==> src/rtl/syn_fifo.sv <==
// Single-clock byte FIFO with registered read data, full/empty flags and a live
// occupancy count. Reset clears pointers, count and buf_out but not the storage.
module syn_fifo #(
    parameter int unsigned DATA_WIDTH  = 8,
    parameter int unsigned ADDR_WIDTH  = 6,
    parameter int unsigned COUNT_WIDTH = 16
) (
    input  logic                   clk,
    input  logic                   rst,
    input  logic                   wr_en,
    input  logic                   rd_en,
    input  logic [DATA_WIDTH-1:0]  buf_in,
    output logic [DATA_WIDTH-1:0]  buf_out,
    output logic                   buf_empty,
    output logic                   buf_full,
    output logic [COUNT_WIDTH-1:0] fifo_counter
);

    localparam int unsigned DEPTH = 1 << ADDR_WIDTH;

    logic [DATA_WIDTH-1:0]  mem_q [0:DEPTH-1];
    logic [ADDR_WIDTH-1:0]  wr_ptr_q, wr_ptr_d;
    logic [ADDR_WIDTH-1:0]  rd_ptr_q, rd_ptr_d;
    logic [COUNT_WIDTH-1:0] count_q, count_d;
    logic [DATA_WIDTH-1:0]  buf_out_q, buf_out_d;
    logic                   wr_acc, rd_acc;

    assign buf_empty    = (count_q == '0);
    assign buf_full     = (count_q == COUNT_WIDTH'(DEPTH));
    assign buf_out      = buf_out_q;
    assign fifo_counter = count_q;

    // A write into a full FIFO is allowed when a read frees the slot in the same edge.
    assign wr_acc = wr_en && (!buf_full || rd_en);
    assign rd_acc = rd_en && !buf_empty;

    always_comb begin
        wr_ptr_d  = wr_ptr_q;
        rd_ptr_d  = rd_ptr_q;
        count_d   = count_q;
        buf_out_d = buf_out_q;
        if (wr_acc) begin
            wr_ptr_d = wr_ptr_q + ADDR_WIDTH'(1);
        end
        if (rd_acc) begin
            rd_ptr_d  = rd_ptr_q + ADDR_WIDTH'(1);
            buf_out_d = mem_q[rd_ptr_q];
        end
        if (wr_acc && !rd_acc) begin
            count_d = count_q + COUNT_WIDTH'(1);
        end else if (rd_acc && !wr_acc) begin
            count_d = count_q - COUNT_WIDTH'(1);
        end
    end

    always_ff @(posedge clk) begin
        if (rst) begin
            wr_ptr_q  <= '0;
            rd_ptr_q  <= '0;
            count_q   <= '0;
            buf_out_q <= '0;
        end else begin
            wr_ptr_q  <= wr_ptr_d;
            rd_ptr_q  <= rd_ptr_d;
            count_q   <= count_d;
            buf_out_q <= buf_out_d;
        end
    end

    // Storage is not reset; a write coinciding with reset is suppressed.
    always_ff @(posedge clk) begin
        if (!rst && wr_acc) begin
            mem_q[wr_ptr_q] <= buf_in;
        end
    end

endmodule

==> config.mk <==
export PLATFORM = sky130hd
export DESIGN_NAME = syn_fifo
export DESIGN_NICKNAME = d
export VERILOG_FILES = /design/src/rtl/syn_fifo.sv
export SDC_FILE = /design/constraint.sdc
export NUM_CORES = 1
export LEC_CHECK = 0
export ABC_CLOCK_PERIOD_IN_PS = 5000
export BUFFER_PORTS_ARGS = -buffer_cell sky130_fd_sc_hd__buf_2
export CORE_MARGIN = 2
export CORE_UTILIZATION = 45
export DETAILED_ROUTE_END_ITERATION = 8
export HOLD_SLACK_MARGIN = 0.12
export SLEW_MARGIN = 20
export SYNTH_ARGS = -nofsm -noshare
export SYNTH_HDL_FRONTEND = slang
export SYNTH_SLANG_ARGS = --single-unit
==> constraint.sdc <==
create_clock -name clk -period 5 [get_ports clk]
set_input_delay 0.75 -clock clk [delete_from_list [all_inputs] [get_ports clk]]
set_output_delay 0.75 -clock clk [all_outputs]
set_load 0.005 [all_outputs]
[Word-level counts from Yosys, hierarchy flattened]
Memory sizes are Yosys's and may differ from the RTL's. A register that Yosys moved wholly into a read port is not among the register bits.
Index checks and enable logic that the tools add are counted.
Storage, ports and cells
  input bits: 12
  register bits after elaboration: 28
  memories: 1
  RAM bits: 512
Memories
  mem_q: depth 64, bits a word 8, read ports 1, clocked after memory_dff 1, write ports 1, RTL line 21  | logic [DATA_WIDTH-1:0] mem_q [0:DEPTH-1];
Operators by class
  eq/ne operators: 1
  muxes and demuxes: 4
  reductions and logical operators: 13
  add/sub/neg operators: 4
Operators by type and width (count)
  $mux W16: 2
  $add A16 B1 Y16 const B: 1
  $eq A16 B7 Y1 const B: 1
  $logic_not A16 Y1: 1
  $sub A16 B1 Y16 const B: 1
  $add A6 B1 Y6 const B: 2
  $logic_and A1 B1 Y1: 5
  $logic_not A1 Y1: 5
  $mux W1: 2
  $reduce_bool A2 Y1: 1
  $logic_or A1 B1 Y1: 1

[Logic depth before layout (Yosys ltp)]
Gate-level depths: netlist (run 1).
  word-level depth: 8
  depth in mapped cells: 13
  mapped depth without buffers: 13

[Least setup slack after synthesis (run 1)]
OpenSTA, ideal clock, no wires.
  kind: register to register
  start point: reg count_q[1], in the netlist fifo_counter[1]
  end point: reg count_q[14], in the netlist fifo_counter[14]
  data required time: 4867 ps
  cell stages (with the launch flop): 14
  path buffers: 1
  arrival: 3430 ps
  library setup time: 133 ps
  setup slack: 1437 ps
  cells stage by stage: dfxtp_1 nor4_1 and4_1 clkbuf_1 a21boi_1 ha_1 inv_1 ha_1 a21o_1 a221oi_1 o31ai_1 a221oi_1 xor2_1 o31ai_1
On the way
  cells in the longest elaborated chain, start to end: 7
  elaborated cells between the ends (all ways): 16
  those cells by class: add/sub: 2; eq/ne: 1; mux: 2; reduce/logical: 11
Ends and longest elaborated chain
  start, declared: RTL line 24  | logic [COUNT_WIDTH-1:0] count_q, count_d;
  start signal, assigned: RTL line 65  | count_q <= count_d;
  $eq A16 B7 Y1 (*): RTL line 29  | assign buf_full = (count_q == COUNT_WIDTH'(DEPTH));
  $logic_not A1 Y1 (*): RTL line 34  | assign wr_acc = wr_en && (!buf_full || rd_en);
  $logic_or A1 B1 Y1 (*): RTL line 34
  $logic_and A1 B1 Y1 (*): RTL line 34
  named net wr_acc: RTL line 26  | logic wr_acc, rd_acc;
  $logic_not A1 Y1: RTL line 51  | end else if (rd_acc && !wr_acc) begin
  $logic_and A1 B1 Y1: RTL line 51
  $reduce_bool A2 Y1 (no line)
The timed path passes the listed nets; every way through them passes the cells marked *. The select of a mux whose other input is x is not followed.
A chain may end at the register's enable or synchronous reset.

[Final worst setup path (run 1)]
Ends and elaborated chain as after synthesis.

==> results of run 1 <==
==> sequential cells by signal, indices dropped and copies added, names as in the netlist <==
signal        count
rd_ptr_q          6
fifo_counter     16
mem_q           512
wr_ptr_q          6
buf_out           8
==> worst register-to-register path: cells and delay by family, from the launching register on <==
kind / cells / cell delay, ps
buf+inv: 1 / 470
compound gates: 6 / 1570
flops: 1 / 360
xor+xnor: 1 / 180
fa+ha+maj: 2 / 670
simple gates: 2 / 770
==> per-layer routing <==
layer,wire (µm),GRT usage (%),vias to the layer above
li1,-,-,5006
met1,22900,30.6,5944
met2,22700,30.2,392
met3,3250,3.87,83
met4,1310,5.87,0
met5,0,0,-
==> report_power, final <==
group          internal [µW]  total [µW]  switching [µW]
combinational            798        1700             898
clock                   2690        4450            1750
sequential              5100        5280             183
total                   8590       11400            2830
==> synth_stat cells (3+ instances only) <==
| cell | number |
|---|---|
| a2111oi_0 | 7 |
| a211oi_1 | 11 |
| a21o_1 | 7 |
| a21oi_1 | 30 |
| a221oi_1 | 3 |
| a22oi_1 | 15 |
| and3_1 | 5 |
| and4_1 | 3 |
| buf_1 | 6 |
| buf_2 | 16 |
| buf_4 | 8 |
| buf_6 | 10 |
| buf_8 | 3 |
| clkbuf_1 | 25 |
| dfxtp_1 | 36 |
| edfxtp_1 | 512 |
| ha_1 | 18 |
| inv_1 | 5 |
| mux2i_1 | 67 |
| mux4_1 | 10 |
| mux4_2 | 94 |
| nand2_1 | 45 |
| nand2b_1 | 3 |
| nand3_1 | 24 |
| nand3b_1 | 5 |
| nand4_1 | 9 |
| nor2_1 | 106 |
| nor2b_1 | 4 |
| nor3_1 | 10 |
| nor4_1 | 5 |
| o211ai_1 | 3 |
| o21a_1 | 3 |
| o21ai_0 | 7 |
| o221ai_1 | 10 |
| o22a_1 | 6 |
| o22ai_1 | 10 |
| o311a_1 | 7 |
| or3_1 | 3 |
| xnor2_1 | 8 |
| xor2_1 | 12 |
==> final timing paths <==
kind | from | endpoint
setup / recovery | fifo_counter[1] | fifo_counter[14]
hold / removal | buf_out[0] | buf_out[0]
setup reg to reg | fifo_counter[1] | fifo_counter[14]
hold reg to reg | buf_out[0] | buf_out[0]
==> logic make-up (layout without fill, tap and decap cells) <==
kind of cell	Yosys count	count (layout)	share of synthesized area, %
XOR/XNOR	20	20	0.794
AND/OR/NAND/NOR	234	234	4.89
AO/OA/AOI/OAI	134	134	4.38
buffers and inverters	76	180	2.10
flip-flops	548	548	72.9
multiplexers	171	171	13.8
adder cells (fa/ha/maj)	19	19	1.11
==> through the flow <==
stage          cell area, µm²  std cells  setup WS (ps)
2_1_floorplan           22100       1202           1440
3_3_place_gp            22900       1825            853
3_5_place_dp            22900       1825            798
4_1_cts                 24800       1928            785
5_1_grt                 24800       1928            348
6_report                24800       1928            842
==> cell type report <==
cell class	count	area (µm²)	area share, %
Tap cell	622	778	3.13
Multi-Input combinational cell	578	5520	22.2
Clock buffer	61	1400	5.63
Timing Repair Buffer	72	463	1.86
Clock inverter	42	559	2.25
Sequential cell	548	16100	64.8
Inverter	5	18.8	0.0756
==> qor.csv, run 1 <==
metric,value,unit
largest net degree at the start of global routing,65,
final hold violations,0,
pwr dens,460,nW/µm²
Fillers,3937,
first-pass GRT wire length,75100,µm
worst-case reg-to-reg path depth,12,
Final ANT Viol Nets,0,
register area share after synthesis,72.9,%
worst-path cell chain,nor4_1 -> and4_1 -> a21boi_1 -> ha_1 -> inv_1 -> ha_1 -> a21o_1 -> a221oi_1 -> o31ai_1 -> a221oi_1 -> xor2_1 -> o31ai_1,
Core Rows,81,
f_max,240,MHz
worst path bufs/invs,1,
wire length after detailed routing,50100,µm
Max VDD drop,0.280,mV
hpwl dp,29600,µm
utilization after layout,51.1,%
RSZ-0062 raised after global routing,no,
IO Pins,38,
Post-Syn Area,22100,µm²
DR iter-0 viols,1132,
final hold slack,494,ps
hold buffer count at CTS,0,
Final min period,4160,ps
full die area,50800,µm²
leakage power total,0.00792,µW
GRT Total Usage,20.3,%
vias,11425,
gr ovfl total,0,
total power draw,11400,µW
Post-CTS Setup Inserts,0,
Crit Path Category,flop to flop,
Max H-tree Level,2,
average size of a mapped cell,18.4,µm²
Slew Limit Headroom,26.8,%
Placer Congestion,0.835,
n_diodes,0,
Syn Nets,1233,
clock slew seen by the registers of the worst setup and hold paths,60,ps
slowest cell on the critical path,a221oi_1,
Crit path arrival time,4620,ps
Top delay family on crit path,compound AO/OA/AOI/OAI gates,
antenna violations before repair,0,
"commonest non-fill, non-tap cell in the layout",edfxtp_1,
Final Max Tran Viols,0,
Synth cell types,61,
Post-synth top flop,edfxtp_1,
Worst Setup End Kind,flop,
final net count,1291,
Startpoint Class,flop,
Area contributors post-synth,"edfxtp_1 70%, mux4_2 9.6%, dfxtp_1 3.3%",
PostCTS Resize Cnt,0,
P&R area growth vs syn,12.5,%
Max Cap Viol,0,
Worst Path Required,5460,ps
largest area contributor in the netlist,edfxtp_1,
Critical Path Fanout Max,18,
Initial DRT Pass Iterations,7,
Syn Inst Count,1202,
flop2flop setup slack,840,ps
routed length per instance,26.0,µm
# DRC,0,
WP depth,12,
most frequent cells in the layout,"512 x edfxtp_1, 106 x nor2_1, 94 x mux4_2",
Yosys top cell area share,69.7,%
synthesis warning total,0,
die height,225,µm
Skew-Pair Late Insertion Delay,620,ps
Fin Setup TNS,0,ps
Clock Sinks,548,
Initial Util,45.4,%
I/O Buffers,37,
vias in the first global route,11288,
Clock Skew,28.8,ps
Worst-Margin Slew,1090,ps
CTS Buffer Depth,3,
Hold Path Class,flop to flop,
Hold Path Depth,2,
CTS tree,built,
Seq cells post-synth,548,
core area,48600,µm²
Die Wd,225,µm
share of cells above drive strength 1,19.7,%
outcome,finished clean,
Via-to-Cell Ratio,5.93,
max incr delay on CP,510,ps
final setup violating endpoints,0,
asr flop ratio synth,0,%
CTS buffer count,55,
Post-synth EDFFs,512,
Root Buffer Master,clkbuf_16,
final worst-path cycle share,83.2,%
Note: power is estimated with default switching activity, not from simulation.
==> run 2: changes to the inputs <==
Settings changed: ABC_CLOCK_PERIOD_IN_PS 5000 to 4300.
Clock period 5 ns to 4.3 ns, I/O delays scaled along.
==> run 2 against run 1 <==
Core utilization rose by 0.14 points. Global-route usage increased by 0.056 points. Worst hold slack worse by 62 ps. Clock power increased by 7.0%. Non-clock buffer count increased by 29. Setup slack got worse by 490 ps.
==> qor.csv, run 2 (synthesis results as in run 1) <==
metric,value,unit,change
Root Buffer Master,clkbuf_16,,
pwr dens,517,nW/µm²,+12%
outcome,finished clean,,
Worst Setup End Kind,flop,,
Max H-tree Level,2,,unchanged
Initial Util,45.4,%,unchanged
placed inst area,23100,µm²,+1.1%
Setup crit start,fifo_counter[1],,
GRT Total Usage,20.3,%,+0.056 points
Slew Limit Headroom,31.8,%,+5.0 points
Max VDD drop,0.290,mV,+3.5%
number of flip-flops in the largest register,512,,unchanged
IO Pins,38,,unchanged
Crit Path Category,flop to flop,,
CTS tree,built,,
Top delay family on crit path,compound AO/OA/AOI/OAI gates,,
crit path to,fifo_counter[14],,
Crit path arrival time,4480,ps,-140 ps
Via-to-Cell Ratio,5.88,,-0.79%
Clock Skew,25.1,ps,-3.65 ps
RSZ-0062 raised after global routing,no,,
Max Cap Viol,0,,unchanged
largest register by flop count,mem_q,,
most frequent cells in the layout,"512 x edfxtp_1, 106 x nor2_1, 94 x mux4_2",,
Die Wd,225,µm,unchanged
Startpoint Class,flop,,
# DRC,0,,unchanged
Placer Congestion,0.857,,+2.6%
Worst-Margin Slew,1020,ps,-75.8 ps
Hold Path Class,input pin to flop,,
Skew-Pair Late Insertion Delay,620,ps,about the same
worst path bufs/invs,1,,unchanged
f_max,253,MHz,+5.4%
antenna violations before repair,0,,unchanged
core area,48600,µm²,unchanged
r2r endpoint,fifo_counter[14],,
vias,11494,,+0.60%
WP depth,12,,unchanged
I/O Buffers,37,,unchanged
hold buffer count at CTS,0,,unchanged
worst-case reg-to-reg path depth,12,,unchanged
gr ovfl total,0,,unchanged
CTS Buffer Depth,3,,unchanged
final setup violating endpoints,0,,unchanged
worst-path cell chain,nor4_1 -> and4_1 -> a21boi_1 -> ha_1 -> inv_1 -> ha_1 -> a21o_1 -> a221oi_1 -> o31ai_1 -> a221oi_1 -> xor2_1 -> o31ai_1,,
Worst Path Required,4830,ps,-630 ps
Post-CTS Setup Inserts,0,,unchanged
die height,225,µm,unchanged
final worst-path cycle share,91.8,%,+8.6 points
flop2flop setup slack,350,ps,-490 ps
n_diodes,0,,unchanged
vias in the first global route,11553,,+2.3%
Clock Sinks,548,,unchanged
CTS buffer count,56,,+1.8%
"commonest non-fill, non-tap cell in the layout",edfxtp_1,,
clock slew seen by the registers of the worst setup and hold paths,60,ps,about the same
wire length after detailed routing,50600,µm,+1.1%
Fin Setup TNS,0,ps,unchanged
PostCTS Resize Cnt,0,,unchanged
P&R area growth vs syn,12.8,%,
Final min period,3950,ps,-213 ps
Hold Startpoint,rst,,
first-pass GRT wire length,75200,µm,+0.11%
final net count,1321,,+2.3%
routed length per instance,25.9,µm,-0.32%
full die area,50800,µm²,unchanged
slowest cell on the critical path,a221oi_1,,
hpwl dp,30700,µm,+3.7%
Final ANT Viol Nets,0,,unchanged
Initial DRT Pass Iterations,5,,-2
final hold violations,0,,unchanged
fin area,24900,µm²,+0.27%
r2r startpoint,fifo_counter[1],,
Final Max Tran Viols,0,,unchanged
share of cells above drive strength 1,20.9,%,+1.3 points
Core Rows,81,,unchanged
largest net degree at the start of global routing,65,,unchanged
DR iter-0 viols,908,,-20%
Critical Path Fanout Max,11,,-7
max incr delay on CP,530,ps,+20 ps
Fillers,3947,,+0.25%
leakage power total,0.00800,µW,+0.95%
[run 2: cell types whose count changed in the layout (fill, tap and decap cells not counted), sizes merged]
cell and delta:
clkinv +2, clkbuf +4, bufinv -7, inv -1, buf +29
[run 2: how the worst min path moves through the flow]
stage,to,slack [ps],cells past startpoint
final,rd_ptr_q[0],430,2
after global placement,fifo_counter[10],480,2
after global routing,fifo_counter[1],470,2
after detailed placement,buf_out[0],490,2
after floorplan,fifo_counter[2],490,2
after CTS,fifo_counter[5],410,2
[run 2: where the power goes]
part	internal, µW	switching [µW]	leakage, µW	total [µW]
Sequential	5930	169	0.00490	6100
Combinational	940	1090	0.00223	2030
Clock	2740	2010	0.000872	4760
Total	9610	3270	0.00800	12900
[run 2: area by class of cell]
class | count | area [µm²] | share of cell area [%]
Inverter | 5 | 18.8 | 0.0754
Clock buffer | 65 | 1440 | 5.76
Sequential cell | 548 | 16100 | 64.7
Multi-Input combinational cell | 578 | 5520 | 22.2
Timing Repair Buffer | 101 | 706 | 2.83
Clock inverter | 36 | 348 | 1.40
Tap cell | 622 | 778 | 3.12
[run 2: per-layer routing]
| metal | GRT usage, % | vias up | part of all wire (%) |
|---|---|---|---|
| li1 | - | 5055 | - |
| met1 | 28.7 | 5995 | 44 |
| met2 | 32.2 | 360 | 47 |
| met3 | 3.74 | 84 | 6.0 |
| met4 | 6.71 | 0 | 2.5 |
| met5 | 0 | - | 0 |
[run 2: through the flow]
stage          util (%)  hold WS, ps  total power (µW)  worst slack [ps]  cells
6_report           51.2          431             12900               355   1955
5_1_grt            51.2          471             13400              32.4   1955
4_1_cts            51.2          413             13000               334   1955
3_5_place_dp       47.5          486              8250               363   1854
3_3_place_gp       47.5          483              8230               401   1854
2_1_floorplan         -          486              7680               737   1202
